==> src/rtl/pe_fork_pipe.sv <==
// pe_fork_pipe: LATENCY-stage elastic pipeline with one valid/ready input
// forked to NUM_OUT valid/ready outputs. A token retires only once every
// channel has taken it. Bubbles collapse, so upstream stages keep filling while
// the output stage stalls. Unstalled latency is LATENCY cycles and throughput is
// 1 token/cycle. Backpressure: in_ready drops only when every stage holds a
// token and the output stage cannot retire this cycle.
// Ports:
//   clk, rst (async, active-high), flush (sync clear of in-flight tokens)
//   in_data/in_valid/in_ready  : single producer handshake
//   out_data                   : output-stage data shared by all channels
//   out_valid/out_ready        : per-channel consumer handshake
//   occupancy                  : registered count of valid stages
module pe_fork_pipe #(
   parameter int WIDTH   = 16,
   parameter int LATENCY = 15,
   parameter int NUM_OUT = 2,
   localparam int OCC_W  = $clog2(LATENCY + 1)
) (
   input  logic               clk,
   input  logic               rst,
   input  logic               flush,
   input  logic [WIDTH-1:0]   in_data,
   input  logic               in_valid,
   output logic               in_ready,
   output logic [WIDTH-1:0]   out_data,
   output logic [NUM_OUT-1:0] out_valid,
   input  logic [NUM_OUT-1:0] out_ready,
   output logic [OCC_W-1:0]   occupancy
);

   logic [WIDTH-1:0]   data_q [LATENCY];
   logic [LATENCY-1:0] v_q;
   logic [LATENCY-1:0] v_nxt;
   logic [LATENCY-1:0] adv;
   logic [NUM_OUT-1:0] sent_q;
   logic [NUM_OUT-1:0] sent_nxt;
   logic [OCC_W-1:0]   occ_nxt;
   logic               done_all;

   assign out_data  = data_q[LATENCY-1];
   assign out_valid = {NUM_OUT{v_q[LATENCY-1]}} & ~sent_q;

   // Channels that already took the token count as accepting, so the token
   // retires on the cycle the last outstanding channel takes it.
   assign done_all = v_q[LATENCY-1] & (&(sent_q | out_ready));

   // A stage may advance if it is a bubble or everything downstream of it
   // advances. Built as a running OR from the output stage backwards.
   always_comb begin
      logic chain;
      adv   = '0;
      chain = ~v_q[LATENCY-1] | done_all;
      adv[LATENCY-1] = chain;
      for (int s = LATENCY - 2; s >= 0; s--) begin
         chain  = chain | ~v_q[s];
         adv[s] = chain;
      end
   end

   assign in_ready = adv[0] & ~flush;

   always_comb begin
      v_nxt    = v_q;
      sent_nxt = sent_q;
      if (flush) begin
         v_nxt    = '0;
         sent_nxt = '0;
      end else begin
         if (adv[0]) begin
            v_nxt[0] = in_valid & in_ready;
         end
         for (int s = 1; s < LATENCY; s++) begin
            if (adv[s]) begin
               v_nxt[s] = v_q[s-1];
            end
         end
         sent_nxt = done_all ? '0 : (sent_q | (out_valid & out_ready));
      end
   end

   // Occupancy tracks the post-edge valid vector, so it is computed from v_nxt.
   always_comb begin
      occ_nxt = '0;
      for (int s = 0; s < LATENCY; s++) begin
         occ_nxt = occ_nxt + OCC_W'(v_nxt[s]);
      end
   end

   always_ff @(posedge clk or posedge rst) begin
      if (rst) begin
         v_q       <= '0;
         sent_q    <= '0;
         occupancy <= '0;
      end else begin
         v_q       <= v_nxt;
         sent_q    <= sent_nxt;
         occupancy <= occ_nxt;
      end
   end

   // Bubble stages may keep stale data; out_valid masks it at the output.
   always_ff @(posedge clk or posedge rst) begin
      if (rst) begin
         for (int s = 0; s < LATENCY; s++) begin
            data_q[s] <= '0;
         end
      end else if (!flush) begin
         if (in_valid && in_ready) begin
            data_q[0] <= in_data;
         end
         for (int s = 1; s < LATENCY; s++) begin
            if (adv[s]) begin
               data_q[s] <= data_q[s-1];
            end
         end
      end
   end

endmodule

==> config.mk <==
export PLATFORM = sky130hd
export DESIGN_NAME = pe_fork_pipe
export DESIGN_NICKNAME = d
export VERILOG_FILES = /design/src/rtl/pe_fork_pipe.sv
export SDC_FILE = /design/constraint.sdc
export NUM_CORES = 1
export LEC_CHECK = 0
export CORE_MARGIN = 2
export CORE_UTILIZATION = 54
export DETAILED_ROUTE_END_ITERATION = 8
export PLACE_DENSITY_LB_ADDON = 0.12
export SLEW_MARGIN = 20
export SYNTH_ARGS = -nofsm -noshare
export SYNTH_HDL_FRONTEND = slang
export SYNTH_SLANG_ARGS = --single-unit
==> constraint.sdc <==
create_clock -name clk -period 9.55 [get_ports clk]
set_input_delay 2.3875 -clock clk [delete_from_list [all_inputs] [get_ports clk]]
set_output_delay 2.3875 -clock clk [all_outputs]
set_load 0.01 [all_outputs]
[Word-level counts from Yosys, hierarchy flattened]
Cells that the tools add are included.
Word-level totals
  logic and storage cells: 106
  output and inout bits: 23
  bits in registers: 261
Cells by class
  add/sub/neg operators: 14
  bitwise operators: 39
  muxes and demuxes: 18
  reductions and logical operators: 17
Operators with widths (number)
  adder 4 x 1 -> 4 bit: 11
  AND reduction 2 bit: 16
  inverter 1 bit: 16
  2-to-1 mux 1 bit: 15
  2-to-1 mux 15 bit: 1
  bitwise OR 1 bit: 15
  adder 3 x 1 -> 4 bit: 1
  bitwise AND 2 bit: 2
  2-to-1 mux 2 bit: 2
  bitwise OR 2 bit: 2
  adder 2 x 1 -> 3 bit: 1
  bitwise AND 1 bit: 3
  adder 1 x 1 -> 2 bit: 1
  inverter 2 bit: 1
  logical AND 1 bit: 1

[Logic depth before layout (Yosys ltp)]
Gate-level depths: netlist (run 1).
  word-level depth: 36
  gate-level depth with buffers: 16

[Worst setup path after synthesis (run 1)]
OpenSTA, ideal clock, no wires.
  path kind: input -> register
  start point: input out_ready[0]
  end point: register occupancy[1]
  path slack: 3034 ps
  cell stages on the path: 16
  arrival time: 6452 ps
  required time: 9486 ps
  path buffers: 2
  setup time: 64 ps
  path through: o22a_1 -> nor3_2 -> buf_6 -> buf_1 -> a41oi_1 -> nor2_1 -> fa_1 -> inv_1 -> fa_1 -> fa_1 -> inv_1 -> fa_1 -> fa_1 -> inv_1 -> fa_1 -> inv_1
Between the ends
  elaborated cells on any way between the ends: 50
  those cells by class: add/sub: 14; mux: 16; bitwise: 19; reduce/logical: 1
RTL lines
  from (decl): line 27  | input logic [NUM_OUT-1:0] out_ready,
  bitwise OR 2 bit: line 45  | assign done_all = v_q[LATENCY-1] & (&(sent_q | out_ready));
  AND reduction 2 bit: line 45
  bitwise AND 1 bit: line 45
  bitwise OR 1 bit: line 52  | chain = ~v_q[LATENCY-1] | done_all;
  bitwise OR 1 bit (11 in a row): line 55  | chain = chain | ~v_q[s];
  2-to-1 mux 1 bit: line 73  | if (adv[s]) begin
  2-to-1 mux 15 bit: line 65  | if (flush) begin
  via v_nxt[3]: line 33  | logic [LATENCY-1:0] v_nxt;
  adder 3 x 1 -> 4 bit: line 85  | occ_nxt = occ_nxt + OCC_W'(v_nxt[s]);
  adder 4 x 1 -> 4 bit (11 in a row): line 85
  via occ_nxt[1]: line 37  | logic [OCC_W-1:0] occ_nxt;
  to (signal assigned): line 97  | occupancy <= occ_nxt;
  to (decl): line 28  | output logic [OCC_W-1:0] occupancy
The timed path passes the listed nets, and every way through them passes these cells.
A chain may end at the register's enable or synchronous reset.

[Worst setup path in the final report (run 1)]
  start point: input out_ready[0]
  end point: output in_ready
Between the ends
  cells in the longest elaborated chain, start to end: 19
RTL lines
  bitwise OR 2 bit: line 45
  AND reduction 2 bit: line 45
  bitwise AND 1 bit: line 45
  bitwise OR 1 bit: line 52
  bitwise OR 1 bit (14 in a row): line 55
  bitwise AND 1 bit: line 60  | assign in_ready = adv[0] & ~flush;
  to (decl): line 24  | output logic in_ready,
No other way between the ends.

==> flow_summary.ini, run 1 <==
[min_path]
hold_start = data_q[233]$_DFFE_PP0P_
holdCritPathClass = flip-flop to flip-flop
hold-path-endpoint = data_q[217]$_DFFE_PP0P_
whs_path_depth = 1

[setup_path]
ff2ff_setup_slack_ns = 4.51
critPathMaxStageDelay_ns = 0.89
critical_path_required_ns = 7.16
cp.depth = 5
crit_family = buffers and inverters
arrival_ns = 4.73
start_kind = primary input
crit_chain = clkdlybuf4s50_1, o22a_1, nor3_4, a21oi_1, clkdlybuf4s50_1
reg2reg_depth = 14
worst_setup_path_end_kind = output pin
worst-path-buf-inv = 2
crit_path_frequent_cell = clkdlybuf4s50_1
r2r_end = occupancy[2]$_DFF_PP0_
reg2reg_from = sent_q[0]$_DFF_PP0_
crit_slowest_cell = nor3_4
crit_type = primary input to output pin
crit_fanout = 19

[power_and_ir_drop]
vdd_drop_max_mv = 0.190
power_density_nw_per_um2 = 280
leakagePower_nw = 5.14
p_total_mw = 3.30

[synth]
synthFlopType = dfrtp_1
ys_seq_area_share_pct = 63.2
yosysTopAreaCell = dfrtp_1
synth.top_cell.area_share_pct = 63.2
synth_edf_count = 0
ys_seq_elements = 261
synthesis.nets = 674
avgSynthCellArea_sq_um = 16.1
syn_inst = 640
yosys-top-cells-area = dfrtp_1, mux2_2, fa_1, mux2_4, buf_4
async_reset_ff_share_pct = 100
synth_area_sq_um = 10300
synth_cell_types = 37
yosys_warnings = 0

[place]
gp_congestion = 0.741
io_buffers = 44
dp_hpwl_um = 9270

[clock_network]
cts_resized = 0
cts_tree = yes
cts_max_path_buffers = 3
clkTransAtPathRegs_ns = 0.06
clkSinkCount = 261
cts_htree_levels = 1
clkLatencyLatePin_ns = 0.52
cts_buffers = 27
hold_buffers = 0
cts-root-buf = clkbuf_16
postCtsSetupBuffers = 0

[grt]
grt_max_degree = 200
grt_pass1_vias = 5316
globalRouteTotalUtil_pct = 15.5
use_met1_pct = 21.3
grt.busiest_layer = met2
grt_pass1_wl_um = 26100
met3_usage_pct = 2.79
grt-ovfl-total = 0
grt_use_met2_pct = 25.1
antenna_found_initial = 0

[sta]
fin_crit_ns = 7.12
setup_viol = 0
finalHoldViolCount = 0
drv_slew = 0
rsz0062_at_grt = no
tightestPinTransition_ns = 1.06
period_share_pct = 74.5
max_freq_mhz = 140
fin_tns_setup_ns = 0
finClkSkew_ns = 0.0103
slew_headroom_pct = 29.3

[route]
vias_per_cell = 5.32
vias = 4971
routed_wl_um = 14200
drt-wirelength-per-cell_um = 15.2
antenna_left = 0
drt_iter0_drc = 154
first_pass_iters = 4
drcViolationCount = 0

[die]
chipWidth_um = 142
coreArea_sq_um = 18800
pin_count = 45
dieArea_sq_um = 20300
rows = 50
initial_core_util_pct = 55.0
fp.dieH_um = 142

[finish]
final_nets = 714
area_delta_synth_final_pct = 13.9
antenna_cells = 0
final_cell_mix = dfrtp_1, mux2_2, clkdlybuf4s50_1
utilization_pct = 62.7
multi_input_area_sq_um = 3460
final-seq-area_sq_um = 6530
drive_gt1_share_pct = 44.3
n_fill_cell = 1392
final_common_cell = dfrtp_1

[outcome]
status = completed

[job]
drv_cap = 0
[per-layer routing]
metal / routed length, um / part of all wire, %
met1: 6370 / 45
met3: 445 / 3.1
met4: 440 / 3.1
met2: 6940 / 49
met5: 0 / 0
[synth_stat cells (all sizes together) (2+ instances only)]
library cell    n
dfrtp         261
buf            37
and3            2
inv            15
nor2b           3
a41oi           2
nor2           23
ha              2
nor3            4
clkbuf          2
a21o            2
mux2          240
a31oi           6
a21oi          17
or2             2
o21a            2
and4            2
fa             10
nand2           2
[cell type report]
type | instances | area share (%)
flip-flops and latches | 261 | 55.5
multi-input cells | 324 | 29.4
clock buffers | 41 | 7.04
repair buffers | 51 | 4.47
well taps | 234 | 2.49
clock inverters | 8 | 0.574
inverters | 15 | 0.510
[logic make-up after synthesis]
group / after synthesis / synth area share, %
mux: 240 / 26.5
compound gates: 30 / 2.68
simple gates: 41 / 2.00
xor+xnor: 1 / 0.0848
fa+ha+maj: 12 / 2.18
buf+inv: 55 / 3.31
flops: 261 / 63.2
[where the power goes]
part	switching, mW	total, mW	leakage [nW]	internal [mW]
logic	0.169	0.559	1.54	0.390
clock network	0.402	1.02	0.447	0.621
registers	0.199	1.72	3.15	1.52
[worst max-delay path by stage]
stage,from,endpoint,slack (ns)
2_1_floorplan,out_ready[0],occupancy[1]$_DFF_PP0_,3.03
4_1_cts,out_ready[0],in_ready,2.40
5_1_grt,out_ready[0],occupancy[1]$_DFF_PP0_,2.28
3_5_place_dp,out_ready[0],occupancy[1]$_DFF_PP0_,2.04
6_report,out_ready[0],in_ready,2.43
3_3_place_gp,out_ready[0],occupancy[1]$_DFF_PP0_,2.20
[metrics by stage]
step	cells	hold WS (ns)	instance area, sq um	setup WS (ns)
floorplan	640	0.475	10300	3.03
global placement	884	0.484	10800	2.20
detailed placement	884	0.489	10800	2.04
CTS	933	0.502	11700	2.40
global route	934	0.514	11800	2.28
finish	934	0.499	11800	2.43
[flip-flops by register name (all words and copies together) (netlist names)]
signal	flops
v_q	15
out_data	16
sent_q	2
occupancy	4
data_q	224
Note: power is estimated with default switching activity, not from simulation.
==> run 2: changes to the inputs <==
Settings changed: CORE_UTILIZATION 54 to 60.
Clock period 9.55 ns to 7.4 ns, I/O delays scaled along.
==> run 2 against run 1 <==
  * Critical endpoint is now occupancy[1]$_DFF_PP0_
  * Final cell count shrank 1.7%
  * First-iteration DRC count grew 34%
  * Non-clock buffer count grew 1
  * Utilization grew 7.5 points
==> flow_summary.ini, run 2 (synthesized netlist as in run 1, its figures left out) <==
[sta]
fin_tns_setup_ns = 0
rsz0062_at_grt = no
drv_slew = 0
tightestPinTransition_ns = 0.933
max_freq_mhz = 165
finalHoldViolCount = 0
whs_ns = 0.498
period_share_pct = 82.1
fin_crit_ns = 6.08
slew_headroom_pct = 37.8
finClkSkew_ns = 0.00802
setup_viol = 0

[setup_path]
crit_path_frequent_cell = fa_1
crit_chain = clkdlybuf4s50_1, o22a_1, nor3_4, a41oi_1, nor2_1, fa_1, inv_1, fa_1, fa_1, inv_1, fa_1, fa_1, inv_1, fa_1, inv_1
crit_slowest_cell = fa_1
r2r_end = occupancy[1]$_DFF_PP0_
startpoint = out_ready[0]
start_kind = primary input
arrival_ns = 6.53
ff2ff_setup_slack_ns = 2.62
reg2reg_from = v_q[7]$_DFF_PP0_
reg2reg_depth = 14
worst_setup_path_end_kind = flip-flop
critical_path_required_ns = 7.85
crit_type = primary input to flip-flop
crit_fanout = 12
crit_end = occupancy[1]$_DFF_PP0_
critPathMaxStageDelay_ns = 0.52

[clock_network]
cts_tree = yes
postCtsSetupBuffers = 0
cts_resized = 0
cts_htree_levels = 1
clkSinkCount = 261
hold_buffers = 0
cts_max_path_buffers = 3
cts-root-buf = clkbuf_16
clkLatencyLatePin_ns = 0.51
clkTransAtPathRegs_ns = 0.06
cts_buffers = 26

[route]
drt_iter0_drc = 206
first_pass_iters = 4
vias = 5035
vias_per_cell = 5.48
drcViolationCount = 0
drt-wirelength-per-cell_um = 16.0
routed_wl_um = 14700
antenna_left = 0

[place]
placed_cell_area_sq_um = 10800
dp_hpwl_um = 9780
gp_congestion = 0.766
io_buffers = 44

[finish]
final_common_cell = dfrtp_1
drive_gt1_share_pct = 43.6
post-route-cell-area_sq_um = 11700
largest_reg_flops = 224
n_fill_cell = 1088
area_delta_synth_final_pct = 13.6
regMostFlops = data_q
antenna_cells = 0
final_cell_mix = dfrtp_1, mux2_2, clkdlybuf4s50_1
final_nets = 714

[min_path]
holdCritPathClass = flip-flop to flip-flop

[power_and_ir_drop]
power_density_nw_per_um2 = 365
leakagePower_nw = 5.12
vdd_drop_max_mv = 0.209

[die]
dieArea_sq_um = 18300
chipWidth_um = 135
initial_core_util_pct = 61.9
fp.dieH_um = 135
pin_count = 45
coreArea_sq_um = 16700
rows = 47

[grt]
grt_max_degree = 161
grt-ovfl-total = 0
grt_pass1_wl_um = 26400
grt_pass1_vias = 5440
antenna_found_initial = 0
globalRouteTotalUtil_pct = 17.5

[job]
drv_cap = 0

[outcome]
status = completed
==> run 2: changes by cell type in the layout (fill, tap and decap cells not counted), sizes merged <==
cell,before,now
buf,7,8
bufinv,1,3
clkinv,6,2
clkinvlp,2,1
==> run 2: worst max-delay path, delay by kind of cell <==
family,cells,cell delay (ns)
AO/OA/AOI/OAI,2,0.53
adder cells (fa/ha/maj),6,2.68
buffers and inverters,5,0.74
AND/OR/NAND/NOR,2,0.71
==> run 2: layout make-up <==
type | count | area [sq um] | share of cell area [%]
sequential | 261 | 6530 | 55.7
multi-input combinational | 324 | 3460 | 29.5
clock buffer | 41 | 788 | 6.72
timing repair buffer | 52 | 513 | 4.37
tap | 220 | 275 | 2.35
clock inverter | 5 | 100 | 0.853
inverter | 15 | 60.1 | 0.512
==> run 2: layer usage <==
metal	vias to the layer above	wire length, um	global-route usage, %
met5	-	0	0
met4	0	316	4.80
met3	27	480	2.88
met2	91	7380	29.8
met1	2603	6550	23.7
li1	2314	-	-
==> run 2: how the worst min path moves through the flow <==
stage	startpoint	to	slack, ns	cells past startpoint
final	data_q[164]$_DFFE_PP0P_	data_q[148]$_DFFE_PP0P_	0.50	1
after global routing	data_q[32]$_DFFE_PP0P_	data_q[16]$_DFFE_PP0P_	0.51	1
after CTS	data_q[231]$_DFFE_PP0P_	data_q[215]$_DFFE_PP0P_	0.50	1
after detailed placement	data_q[231]$_DFFE_PP0P_	data_q[215]$_DFFE_PP0P_	0.49	1
after global placement	data_q[235]$_DFFE_PP0P_	data_q[219]$_DFFE_PP0P_	0.48	1
after floorplan	data_q[192]$_DFFE_PP0P_	data_q[192]$_DFFE_PP0P_	0.47	1
==> run 2: power breakdown <==
group	total [mW]	internal (mW)	switching, mW
clock	1.33	0.830	0.503
sequential	2.22	1.96	0.263
combinational	0.725	0.503	0.222
==> run 2: metrics by stage <==
| stage | setup WS [ns] | power (mW) | instances | utilization, % |
|---|---|---|---|---|
| 3_3_place_gp | 1.06 | 2.91 | 872 | 64.9 |
| 3_5_place_dp | 0.906 | 2.98 | 872 | 64.9 |
| 2_1_floorplan | 1.42 | 2.78 | 640 | - |
| 4_1_cts | 1.37 | 4.34 | 918 | 70.2 |
| 6_report | 1.32 | 4.28 | 918 | 70.2 |
| 5_1_grt | 1.15 | 4.52 | 918 | 70.2 |
